--- config.mk ---
export PLATFORM = sky130hd
export DESIGN_NAME = hazard_unit_mc_flat
export DESIGN_NICKNAME = d
export VERILOG_FILES = /design/src/rtl/hazard_unit_mc_if.sv /design/src/rtl/hazard_unit_mc.sv /design/src/flat_wrapper.sv
export SDC_FILE = /design/constraint.sdc
export NUM_CORES = 1
export LEC_CHECK = 0
export CAP_MARGIN = 25
export CORE_MARGIN = 5
export CORE_UTILIZATION = 42
export CTS_CLUSTER_DIAMETER = 50
export CTS_CLUSTER_SIZE = 30
export DETAILED_ROUTE_END_ITERATION = 16
export HOLD_SLACK_MARGIN = 0.1
export PLACE_DENSITY = 0.8
export SLEW_MARGIN = 20
export SYNTH_ARGS = -nofsm -noshare
export SYNTH_HDL_FRONTEND = slang
export SYNTH_SLANG_ARGS = --single-unit
--- constraint.sdc ---
create_clock -name clk -period 3.02 [get_ports clk]
set_clock_uncertainty 0.1 [all_clocks]
set_input_delay 0.453 -clock clk [delete_from_list [all_inputs] [get_ports clk]]
set_output_delay 0.453 -clock clk [all_outputs]
set_load 0.1 [all_outputs]
--- src/rtl/hazard_unit_mc_if.sv ---
// hazard_unit_mc_if
// Purpose: bundles every datapath-facing signal of the multi-cycle hazard
// unit so the datapath and the hazard unit connect through one port.
// Modports:
//   master - datapath side: drives register addresses, write enables,
//            result/PC selects and the MD handshake; receives the
//            stall/flush/forward controls and status.
//   slave  - hazard unit side: the mirror image of master.
// Signals:
//   Rs1D, Rs2D, Rs1E, Rs2E, RdE, RdM, RdW  register addresses (ADDR_W)
//   RegWriteM, RegWriteW                  write enables in M and W
//   ResultSrcE (2), PCSrcE (2)            load select / redirect in E
//   mdStartE, mdDone                      multi-cycle execute handshake
//   StallF/D/E, FlushD/E/M                pipeline register controls
//   ForwardAE, ForwardBE (2)              EX operand mux selects
//   mdTimeout                             sticky watchdog flag
//   stallCycles (CNT_W)                   saturating stall counter
interface hazard_unit_mc_if #(
  parameter int ADDR_W = 5,
  parameter int CNT_W  = 16
) ();
  logic [ADDR_W-1:0] Rs1D;
  logic [ADDR_W-1:0] Rs2D;
  logic [ADDR_W-1:0] Rs1E;
  logic [ADDR_W-1:0] Rs2E;
  logic [ADDR_W-1:0] RdE;
  logic [ADDR_W-1:0] RdM;
  logic [ADDR_W-1:0] RdW;
  logic              RegWriteM;
  logic              RegWriteW;
  logic [1:0]        ResultSrcE;
  logic [1:0]        PCSrcE;
  logic              mdStartE;
  logic              mdDone;
  logic              StallF;
  logic              StallD;
  logic              StallE;
  logic              FlushD;
  logic              FlushE;
  logic              FlushM;
  logic [1:0]        ForwardAE;
  logic [1:0]        ForwardBE;
  logic              mdTimeout;
  logic [CNT_W-1:0]  stallCycles;

  modport master (
    output Rs1D, Rs2D, Rs1E, Rs2E, RdE, RdM, RdW,
    output RegWriteM, RegWriteW, ResultSrcE, PCSrcE, mdStartE, mdDone,
    input  StallF, StallD, StallE, FlushD, FlushE, FlushM,
    input  ForwardAE, ForwardBE, mdTimeout, stallCycles
  );

  modport slave (
    input  Rs1D, Rs2D, Rs1E, Rs2E, RdE, RdM, RdW,
    input  RegWriteM, RegWriteW, ResultSrcE, PCSrcE, mdStartE, mdDone,
    output StallF, StallD, StallE, FlushD, FlushE, FlushM,
    output ForwardAE, ForwardBE, mdTimeout, stallCycles
  );
endinterface

--- src/rtl/hazard_unit_mc.sv ---
// hazard_unit_mc
// Purpose: hazard control for a 5-stage pipeline with a slow data memory
// and a multi-cycle MUL/DIV unit. Generates EX forwarding selects,
// load-use stalls of LOAD_USE_BUBBLES cycles, an MD stall handshake with
// a watchdog, branch/jump flushes and a saturating stall-cycle counter.
// Ports:
//   clk - rising-edge clock
//   rst - synchronous active-high reset
//   hz  - hazard_unit_mc_if slave modport (all datapath signals)
// All stall/flush/forward outputs are combinational from state and
// inputs; only mdTimeout and stallCycles are registered.
module hazard_unit_mc #(
  parameter int ADDR_W           = 5,
  parameter int LOAD_USE_BUBBLES = 1,
  parameter int MD_TIMEOUT       = 64,
  parameter int CNT_W            = 16
) (
  input logic             clk,
  input logic             rst,
  hazard_unit_mc_if.slave hz
);

  localparam int WD_W = $clog2(MD_TIMEOUT + 1);
  localparam logic [ADDR_W-1:0] REG_ZERO = '0;
  localparam logic [CNT_W-1:0]  CNT_MAX  = '1;
  localparam logic [WD_W-1:0]   WD_LIMIT = WD_W'(MD_TIMEOUT);

  typedef enum logic [1:0] {
    RUN,
    LOAD_STALL,
    MD_WAIT
  } state_t;

  state_t          state;
  logic [1:0]      bubble_cnt;
  logic [WD_W-1:0] watchdog;
  logic            load_use;
  logic            redir;
  logic            md_begin;

  assign load_use = (hz.ResultSrcE == 2'b01) && (hz.RdE != REG_ZERO) &&
                    ((hz.Rs1D == hz.RdE) || (hz.Rs2D == hz.RdE));
  // A redirect is meaningless while the MD op still occupies Execute.
  assign redir    = (hz.PCSrcE != 2'b00) && (state != MD_WAIT);
  // An MD op that finishes in its first cycle never needs to stall.
  assign md_begin = hz.mdStartE && !hz.mdDone;

  // Stall, flush and forward controls. Everything is forced quiet while
  // rst is high so the pipeline registers see clean enables.
  always_comb begin
    hz.StallF    = 1'b0;
    hz.StallD    = 1'b0;
    hz.StallE    = 1'b0;
    hz.FlushD    = 1'b0;
    hz.FlushE    = 1'b0;
    hz.FlushM    = 1'b0;
    hz.ForwardAE = 2'b00;
    hz.ForwardBE = 2'b00;
    if (!rst) begin
      // M stage holds the younger result, so it wins over W.
      if (hz.RegWriteM && (hz.Rs1E == hz.RdM) && (hz.Rs1E != REG_ZERO))
        hz.ForwardAE = 2'b10;
      else if (hz.RegWriteW && (hz.Rs1E == hz.RdW) && (hz.Rs1E != REG_ZERO))
        hz.ForwardAE = 2'b01;
      if (hz.RegWriteM && (hz.Rs2E == hz.RdM) && (hz.Rs2E != REG_ZERO))
        hz.ForwardBE = 2'b10;
      else if (hz.RegWriteW && (hz.Rs2E == hz.RdW) && (hz.Rs2E != REG_ZERO))
        hz.ForwardBE = 2'b01;

      case (state)
        RUN: begin
          if (redir) begin
            hz.FlushD = 1'b1;
            hz.FlushE = 1'b1;
          end else if (load_use) begin
            hz.StallF = 1'b1;
            hz.StallD = 1'b1;
            hz.FlushE = 1'b1;
          end else if (md_begin) begin
            hz.StallF = 1'b1;
            hz.StallD = 1'b1;
            hz.StallE = 1'b1;
            hz.FlushM = 1'b1;
          end
        end
        LOAD_STALL: begin
          hz.StallF = 1'b1;
          hz.StallD = 1'b1;
          hz.FlushE = 1'b1;
        end
        MD_WAIT: begin
          // Stalls release in the very cycle the MD result shows up.
          if (!hz.mdDone) begin
            hz.StallF = 1'b1;
            hz.StallD = 1'b1;
            hz.StallE = 1'b1;
            hz.FlushM = 1'b1;
          end
        end
        default: ;
      endcase
    end
  end

  // Control FSM, extra load bubbles, MD watchdog and the stall counter.
  // The watchdog counts MD_WAIT cycles starting at 1 on entry and holds
  // at its limit so it can never wrap back under it.
  always_ff @(posedge clk) begin
    if (rst) begin
      state          <= RUN;
      bubble_cnt     <= 2'd0;
      watchdog       <= '0;
      hz.mdTimeout   <= 1'b0;
      hz.stallCycles <= '0;
    end else begin
      if (hz.StallF && (hz.stallCycles != CNT_MAX))
        hz.stallCycles <= hz.stallCycles + CNT_W'(1);

      case (state)
        RUN: begin
          if (!redir && load_use) begin
            if (LOAD_USE_BUBBLES > 1) begin
              state      <= LOAD_STALL;
              bubble_cnt <= 2'(LOAD_USE_BUBBLES - 1);
            end
          end else if (!redir && md_begin) begin
            state    <= MD_WAIT;
            watchdog <= WD_W'(1);
          end
        end
        LOAD_STALL: begin
          bubble_cnt <= bubble_cnt - 2'd1;
          if (bubble_cnt <= 2'd1)
            state <= RUN;
        end
        MD_WAIT: begin
          if (hz.mdDone) begin
            state <= RUN;
          end else begin
            if (watchdog < WD_LIMIT)
              watchdog <= watchdog + WD_W'(1);
            if (watchdog >= WD_LIMIT)
              hz.mdTimeout <= 1'b1;
          end
        end
        default: state <= RUN;
      endcase
    end
  end

endmodule

--- src/flat_wrapper.sv ---
// flat-port wrapper written by rule: the top's interface ports become plain ports
module hazard_unit_mc_flat 
#(
  parameter int ADDR_W           = 5,
  parameter int LOAD_USE_BUBBLES = 1,
  parameter int MD_TIMEOUT       = 64,
  parameter int CNT_W            = 16
)
  (clk, rst, hz_Rs1D, hz_Rs2D, hz_Rs1E, hz_Rs2E, hz_RdE, hz_RdM, hz_RdW, hz_RegWriteM, hz_RegWriteW, hz_ResultSrcE, hz_PCSrcE, hz_mdStartE, hz_mdDone, hz_StallF, hz_StallD, hz_StallE, hz_FlushD, hz_FlushE, hz_FlushM, hz_ForwardAE, hz_ForwardBE, hz_mdTimeout, hz_stallCycles);
  hazard_unit_mc_if #(.ADDR_W(ADDR_W), .CNT_W(CNT_W)) hz_i ();
  input logic clk;
  input logic rst;
  input wire logic [$bits(hz_i.Rs1D)-1:0] hz_Rs1D;
  input wire logic [$bits(hz_i.Rs2D)-1:0] hz_Rs2D;
  input wire logic [$bits(hz_i.Rs1E)-1:0] hz_Rs1E;
  input wire logic [$bits(hz_i.Rs2E)-1:0] hz_Rs2E;
  input wire logic [$bits(hz_i.RdE)-1:0] hz_RdE;
  input wire logic [$bits(hz_i.RdM)-1:0] hz_RdM;
  input wire logic [$bits(hz_i.RdW)-1:0] hz_RdW;
  input wire logic [$bits(hz_i.RegWriteM)-1:0] hz_RegWriteM;
  input wire logic [$bits(hz_i.RegWriteW)-1:0] hz_RegWriteW;
  input wire logic [$bits(hz_i.ResultSrcE)-1:0] hz_ResultSrcE;
  input wire logic [$bits(hz_i.PCSrcE)-1:0] hz_PCSrcE;
  input wire logic [$bits(hz_i.mdStartE)-1:0] hz_mdStartE;
  input wire logic [$bits(hz_i.mdDone)-1:0] hz_mdDone;
  output wire logic [$bits(hz_i.StallF)-1:0] hz_StallF;
  output wire logic [$bits(hz_i.StallD)-1:0] hz_StallD;
  output wire logic [$bits(hz_i.StallE)-1:0] hz_StallE;
  output wire logic [$bits(hz_i.FlushD)-1:0] hz_FlushD;
  output wire logic [$bits(hz_i.FlushE)-1:0] hz_FlushE;
  output wire logic [$bits(hz_i.FlushM)-1:0] hz_FlushM;
  output wire logic [$bits(hz_i.ForwardAE)-1:0] hz_ForwardAE;
  output wire logic [$bits(hz_i.ForwardBE)-1:0] hz_ForwardBE;
  output wire logic [$bits(hz_i.mdTimeout)-1:0] hz_mdTimeout;
  output wire logic [$bits(hz_i.stallCycles)-1:0] hz_stallCycles;
  assign hz_i.Rs1D = hz_Rs1D;
  assign hz_i.Rs2D = hz_Rs2D;
  assign hz_i.Rs1E = hz_Rs1E;
  assign hz_i.Rs2E = hz_Rs2E;
  assign hz_i.RdE = hz_RdE;
  assign hz_i.RdM = hz_RdM;
  assign hz_i.RdW = hz_RdW;
  assign hz_i.RegWriteM = hz_RegWriteM;
  assign hz_i.RegWriteW = hz_RegWriteW;
  assign hz_i.ResultSrcE = hz_ResultSrcE;
  assign hz_i.PCSrcE = hz_PCSrcE;
  assign hz_i.mdStartE = hz_mdStartE;
  assign hz_i.mdDone = hz_mdDone;
  assign hz_StallF = hz_i.StallF;
  assign hz_StallD = hz_i.StallD;
  assign hz_StallE = hz_i.StallE;
  assign hz_FlushD = hz_i.FlushD;
  assign hz_FlushE = hz_i.FlushE;
  assign hz_FlushM = hz_i.FlushM;
  assign hz_ForwardAE = hz_i.ForwardAE;
  assign hz_ForwardBE = hz_i.ForwardBE;
  assign hz_mdTimeout = hz_i.mdTimeout;
  assign hz_stallCycles = hz_i.stallCycles;
  hazard_unit_mc #(.ADDR_W(ADDR_W), .LOAD_USE_BUBBLES(LOAD_USE_BUBBLES), .MD_TIMEOUT(MD_TIMEOUT), .CNT_W(CNT_W)) u_core (.clk(clk), .rst(rst), .hz(hz_i));
endmodule
==> flow_summary_export.csv, run 1 <==
group,metric,value,unit
clocking,cts_hold_buf,0,
synth,synth_cell_types,41,
placement,place_congestion,0.845,
detailed_routing,drt_pass1_iterations,4,
detailed_routing,routed_wl,4.61,mm
critical_path,cp-startpoint,"hz_RdE[0]",
power_and_ir_drop,finalPower,765,uW
power_and_ir_drop,p_leak,0.929,nW
die,ios,72,
synth,synth_area_per_cell,7.98,um2
detailed_routing,ant_nets,0,
detailed_routing,drtIter0Drc,107,
timing,setup_tns,0,ps
die,initial_utilization,42.5,%
critical_path,critical_path.max_fanout,4,
die,die_h,73.2,um
run,max_cap_violations,0,
critical_path,r2r_start,"u_core.hz.stallCycles[0]$_SDFFE_PP0P_",
global_routing,grt_max_degree,30,
clocking,clock_latency,270,ps
worst_hold_path,min_from,"u_core.watchdog[6]$_SDFFE_PP0P_",
synth,synth_area,1680,um2
die,core-area,3940,um2
global_routing,grtUsageTotal,17.7,%
synth,synth_top_area_share,29.9,%
placement,dpl.hpwl,3.84,mm
timing,setup_viol,0,
critical_path,setup.worst_path.class,"input pin to primary output",
placement,numPortBuffers,71,
clocking,clk_pin_slew,90,ps
synth,async_flop_share,0,%
synth,synth_area_leaders,"dfxtp_1 (30%), xnor2_1 (8.4%), xor2_1 (8.4%), a21oi_1 (4.8%), or4_1 (4.5%)",
synth,synth_warnings,0,
worst_hold_path,hold_class,"register to register",
die,rows,23,
timing,slew_violations,0,
global_routing,antenna_found_initial,0,
critical_path,worstPathRequired,2470,ps
power_and_ir_drop,powerDensity,287,nW/um2
timing,maxSlewHeadroom,59.8,%
timing,finalCriticalPeriod,2890,ps
clocking,cts_tree,"yes",
clocking,cts_buffer_depth,2,
status,outcome,"completed",
timing,hold_viol,0,
layout,layout.cells.non_filler,339,
detailed_routing,drc,0,
layout,final_nets,337,
synth,synth_ff_type,"dfxtp_1",
synth,ys_seq_elements,25,
layout,drive_above_1_share,17.6,%
clocking,cts-buffers-inserted,3,
synth,ys_seq_area_share,29.9,%
timing,layout_setup_ws,132,ps
synth,syn-num-nets,257,
timing,tightest_slew,598,ps
layout,syn_to_final_growth,59.4,%
placement,pre_cts_ws,43.6,ps
global_routing,grt_pass1_vias,1656,
critical_path,cp-end-kind,"primary output",
detailed_routing,avgViaCountPerCell,5.45,
clocking,htree_num_levels,1,
detailed_routing,wl_per_cell,13.6,um
die,die_area,5350,um2
clocking,cts.sink_count,25,
timing,rsz0062_at_grt,"false",
global_routing,grt_pass1_wl,7.48,mm
layout,diodes,0,
timing,whs,368,ps
synth,synth_top_area_cell,"dfxtp_1",
timing,fmax,346,MHz
placement,placed_cells,335,
synth,synth_edf_count,0,
timing,fin_crit_sh,95.6,%
clocking,cts-root-buf,"clkbuf_8",
synth,synthCells,210,
power_and_ir_drop,ir_drop,0.259,mV
detailed_routing,num_vias,1847,
critical_path,worstSetupStartpointType,"input pin",
die,die_w,73.2,um
critical_path,arrival,2330,ps
global_routing,gr-total-overflow,0,
cells in the mapped netlist, types with 8 or more instances:
library cell,count
xor2_1,16
dfxtp_1,25
nand2_1,10
xnor2_1,16
nor2_1,17
o21ai_0,9
o31ai_1,9
or3_1,9
nand3_1,10
a21oi_1,16
nand4_1,8
or4_1,10
routing by layer:
metal  global-route usage (%)  routed length, um
met1                     20.9               1850
met2                     31.5               2340
met3                     5.23                361
met4                     3.48                 61
met5                        0                  0
cell families (layout without fill, tap and decap cells):
group | count (synthesis) | count (layout) | share of synthesized area [%]
fa+ha+maj | 2 | 2 | 1.49
flops | 25 | 25 | 29.9
xor+xnor | 32 | 32 | 16.7
mux | 4 | 4 | 2.46
compound gates | 48 | 48 | 17.5
buf+inv | 16 | 95 | 4.63
simple gates | 83 | 83 | 27.3
stage by stage:
stage,area (um2),utilization [%]
3_3_place_gp,2620,66.3
3_5_place_dp,2620,66.3
4_1_cts,2660,67.6
2_1_floorplan,1730,-
6_report,2670,67.7
5_1_grt,2670,67.7
critical path, cell delays in order:
cell and delay [ps]:
clkdlybuf4s50_1 460, or4_1 550, o21ai_2 190, nor2_2 100
a211oi_4 360, buf_12 220
state kept, by name (all words and copies together), names as in the netlist:
register               flops
u_core.state               1
u_core.watchdog            7
u_core.hz.stallCycles     16
u_core.hz.mdTimeout        1
placed cells by master (no fill, tap or decap), types with 8 or more instances in the layout:
master,count
buf_12,11
clkdlybuf4s50_1,44
a21oi_1,15
xor2_1,16
o31ai_1,9
or4_1,10
nand3_1,10
o21ai_0,9
xnor2_1,16
dfxtp_1,25
or3_1,9
nand4_1,8
nor2_1,16
nand2_1,10
buf_4,28
repair_timing:
action	4_1_cts	5_1_grt
resized for setup	0	2
hold endpoints to repair	0	0
setup endpoints to repair	0	4
buffers inserted	0	0
final cells by class:
type	instances	area, um2
Fill cell	327	1270
Multi-Input combinational cell	169	1160
Timing Repair Buffer	83	871
Sequential cell	25	500
Tap cell	50	62.6
Clock buffer	3	41.3
Inverter	8	30.0
Clock inverter	1	7.51
report_power, final:
part / internal, mW / switching, mW
Clock: 0.0937 / 0.114
Sequential: 0.331 / 0.00278
Combinational: 0.114 / 0.110
final timing paths:
check | end | cells after the start | slack [ps]
hold / removal | u_core.watchdog[6]$_SDFFE_PP0P_ | 2 | 370
setup / recovery | hz_FlushM | 6 | 130
setup reg to reg | u_core.hz.stallCycles[11]$_SDFFE_PP0P_ | 8 | 450
hold reg to reg | u_core.watchdog[6]$_SDFFE_PP0P_ | 2 | 370
Note: power is estimated with default switching activity, not from simulation.
==> run 2: changes to the inputs <==
Settings changed: ABC_AREA set to 1, CELL_PAD_IN_SITES_DETAIL_PLACEMENT set to 2, CELL_PAD_IN_SITES_GLOBAL_PLACEMENT set to 2, CORE_UTILIZATION 42 to 24, PLACE_DENSITY 0.8 to 0.81.
==> run 2 against run 1 <==
  * Synthesized cell count increased by 50%
  * First-iteration DRC count is 47% lower
  * Setup slack better by 250 ps
  * Sequential power is essentially flat
  * Critical path depth up 4
  * Design area increased by 12%
  * Wire length up 62%
  * Global-route usage shrank 3.9 points
==> flow_summary_export.csv, run 2 <==
group,metric,value,unit
global_routing,grt_util_met3,1.99,%
synth,ys_seq_elements,25,
detailed_routing,routed_wl,7.46,mm
status,outcome,"completed",
detailed_routing,avgViaCountPerCell,4.73,
layout,final_nets,431,
timing,layout_setup_ws,380,ps
synth,syn-num-nets,361,
layout,final_common_cell,"nand2_1",
layout,multi_input_area,1360,um2
timing,rsz0062_at_grt,"false",
placement,numPortBuffers,71,
layout,largest_register_ffs,16,
clocking,cts-root-buf,"clkbuf_8",
clocking,cts-buffers-inserted,3,
die,rows,34,
synth,synth_edf_count,0,
die,ios,72,
clocking,cts_hold_buf,0,
synth,synthCells,314,
synth,synth_common_cells,"nand2_1 (74), inv_1 (39), nor2_1 (35)",
global_routing,antenna_found_initial,0,
run,max_cap_violations,0,
critical_path,worstPathRequired,2470,ps
clocking,cts_buffer_depth,2,
global_routing,grt_pass1_wl,12.7,mm
power_and_ir_drop,powerDensity,258,nW/um2
detailed_routing,drt_pass1_iterations,4,
clocking,post_cts_buffers,0,
layout,top_regs,"u_core.hz.stallCycles x16, u_core.watchdog x7",
layout,regMostFlops,"u_core.hz.stallCycles",
synth,synth_area_per_cell,6.68,um2
layout,drive_above_1_share,15.4,%
worst_hold_path,hold_class,"register to register",
die,die_area,10700,um2
global_routing,gr-usage-met1,17.2,%
timing,slew_violations,0,
power_and_ir_drop,ir_drop,0.148,mV
critical_path,critical_path.max_fanout,4,
die,initial_utilization,24.3,%
placement,dpl.hpwl,6.12,mm
critical_path,path_cells,"clkdlybuf4s50_1, inv_1, nand2_1, nand2_1, nor2_1, nand3_1, nand2_1, nand3_1, a21oi_1, buf_12",
clocking,cts_tree,"yes",
placement,pre_cts_ws,331,ps
critical_path,path_common_cell,"nand2_1",
synth,async_flop_share,0,%
critical_path,setup.worst_path.class,"input pin to primary output",
synth,synth_top_area_cell,"dfxtp_1",
critical_path,arrival,2090,ps
critical_path,crit_family,"buffers and inverters",
die,die_h,104,um
timing,hold_viol,0,
critical_path,crit_slowest_cell,"clkdlybuf4s50_1",
synth,synth_warnings,0,
critical_path,worstSetupStartpointType,"input pin",
global_routing,grt_max_degree,27,
timing,fmax,379,MHz
timing,fin_crit_sh,87.4,%
critical_path,cp_num_buf_inv,3,
clocking,clock_latency,280,ps
global_routing,gr-total-overflow,0,
detailed_routing,drtIter0Drc,57,
synth,synth_top_area_share,23.9,%
synth,synth_area,2100,um2
synth,synth_area_leaders,"dfxtp_1 (24%), nand2_1 (13%), xor2_1 (8.3%), inv_1 (7.0%), nand3_1 (6.7%)",
timing,setup_viol,0,
clocking,htree_num_levels,1,
detailed_routing,wl_per_cell,15.2,um
clocking,cts.sink_count,25,
synth,ys_seq_area_share,23.9,%
global_routing,grt_pass1_vias,2653,
synth,synth_cell_types,38,
timing,setup_tns,0,ps
die,core-area,8640,um2
clocking,cts_resized,0,
layout,fill_cells,1044,
timing,maxSlewHeadroom,66.1,%
die,die_w,104,um
layout,syn_to_final_growth,42.2,%
detailed_routing,num_vias,2320,
timing,tightest_slew,505,ps
layout,diodes,0,
critical_path,cp_slowest_stage_delay,530,ps
global_routing,grt.busiest_layer,"met2",
placement,place_congestion,0.835,
global_routing,grtUsageTotal,13.8,%
clocking,clk_pin_slew,90,ps
synth,post-synth-top-count-cell,"nand2_1",
critical_path,cp-end-kind,"primary output",
power_and_ir_drop,p_leak,1.25,nW
detailed_routing,drc,0,
detailed_routing,ant_nets,0,
layout,seqCellArea,500,um2
timing,finalCriticalPeriod,2640,ps
layout,layout_common_cells,"nand2_1 (74), clkdlybuf4s50_1 (44), inv_1 (39)",
global_routing,grtUsageMet2,25.0,%
synth,synth_ff_type,"dfxtp_1",
## run 2: changes by cell type in the layout (fill, tap and decap cells not counted), moves of 8 or more
cell,previous run,this run
a21oi_2,0,8
buf_4,28,20
inv_1,7,39
nand2_1,10,74
nand3_1,10,28
nor2_1,16,35
o31ai_1,9,0
or3_1,9,0
or4_1,10,0
xnor2_1,16,6
## run 2: worst paths after layout
| check | end | cells past startpoint | slack [ps] | start |
|---|---|---|---|---|
| worst max register to register | u_core.hz.stallCycles[1]$_SDFFE_PP0P_ | 8 | 840 | u_core.hz.stallCycles[0]$_SDFFE_PP0P_ |
| worst max-delay path | hz_FlushE | 10 | 380 | hz_RdE[3] |
| worst min register to register | u_core.hz.mdTimeout$_SDFFE_PP0P_ | 2 | 370 | u_core.hz.mdTimeout$_SDFFE_PP0P_ |
| worst min-delay path | u_core.hz.mdTimeout$_SDFFE_PP0P_ | 2 | 370 | u_core.hz.mdTimeout$_SDFFE_PP0P_ |
## run 2: metal layers
| metal | vias up | share of wire [%] | wire length, um |
|---|---|---|---|
| li1 | 1154 | - | - |
| met1 | 1113 | 46 | 3400 |
| met4 | 0 | 0.84 | 63 |
| met5 | - | 0 | 0 |
| met3 | 5 | 3.7 | 278 |
| met2 | 48 | 50 | 3710 |
## run 2: cell families (layout without fill, tap and decap cells)
| family | Yosys count | in the layout | share of synthesized area, % |
|---|---|---|---|
| AOI/OAI and AO/OA | 41 | 41 | 14.0 |
| xor gates and xnor gates | 26 | 26 | 10.9 |
| adders and majority gates | 2 | 2 | 1.19 |
| buffers and inverters | 50 | 119 | 11.4 |
| DFF | 25 | 25 | 23.9 |
| and+or+nand+nor | 170 | 170 | 38.7 |
## run 2: tightest hold or removal path: cells and delay by family, from the launching register on
kind	cells	cell delay (ps)
flops	1	330
buf+inv	1	50
compound gates	1	50
## run 2: stage by stage
step | cell area (um2) | hold WS (ps) | util, % | power [mW] | instances
finish | 2980 | 365 | 34.5 | 0.769 | 491
global route | 2980 | 398 | 34.5 | 0.817 | 491
CTS | 2980 | 372 | 34.5 | 0.777 | 491
detailed placement | 2940 | 359 | 34.0 | 0.568 | 487
global placement | 2940 | 349 | 34.0 | 0.562 | 487
floorplan | 2100 | 354 | - | 0.456 | 314
## run 2: where the power goes
| group | total (mW) | switching, mW | leakage [nW] | internal [mW] |
|---|---|---|---|---|
| Combinational | 0.222 | 0.122 | 1.02 | 0.0998 |
| Clock | 0.212 | 0.117 | 0.0228 | 0.0947 |
| Sequential | 0.336 | 0.00358 | 0.202 | 0.332 |
| Total | 0.769 | 0.243 | 1.25 | 0.526 |
## run 2: area by class of cell
type | count | area share, %
inverters | 41 | 5.16
clock buffers | 4 | 1.51
flip-flops and latches | 25 | 16.8
well taps | 108 | 4.53
repair buffers | 74 | 26.5
multi-input cells | 239 | 45.5
==> run 3: changes to the inputs <==
Settings changed: TNS_END_PERCENT set to 1.
==> results of run 3 <==
Final layout, timing and power as in run 2 (identical DEF).
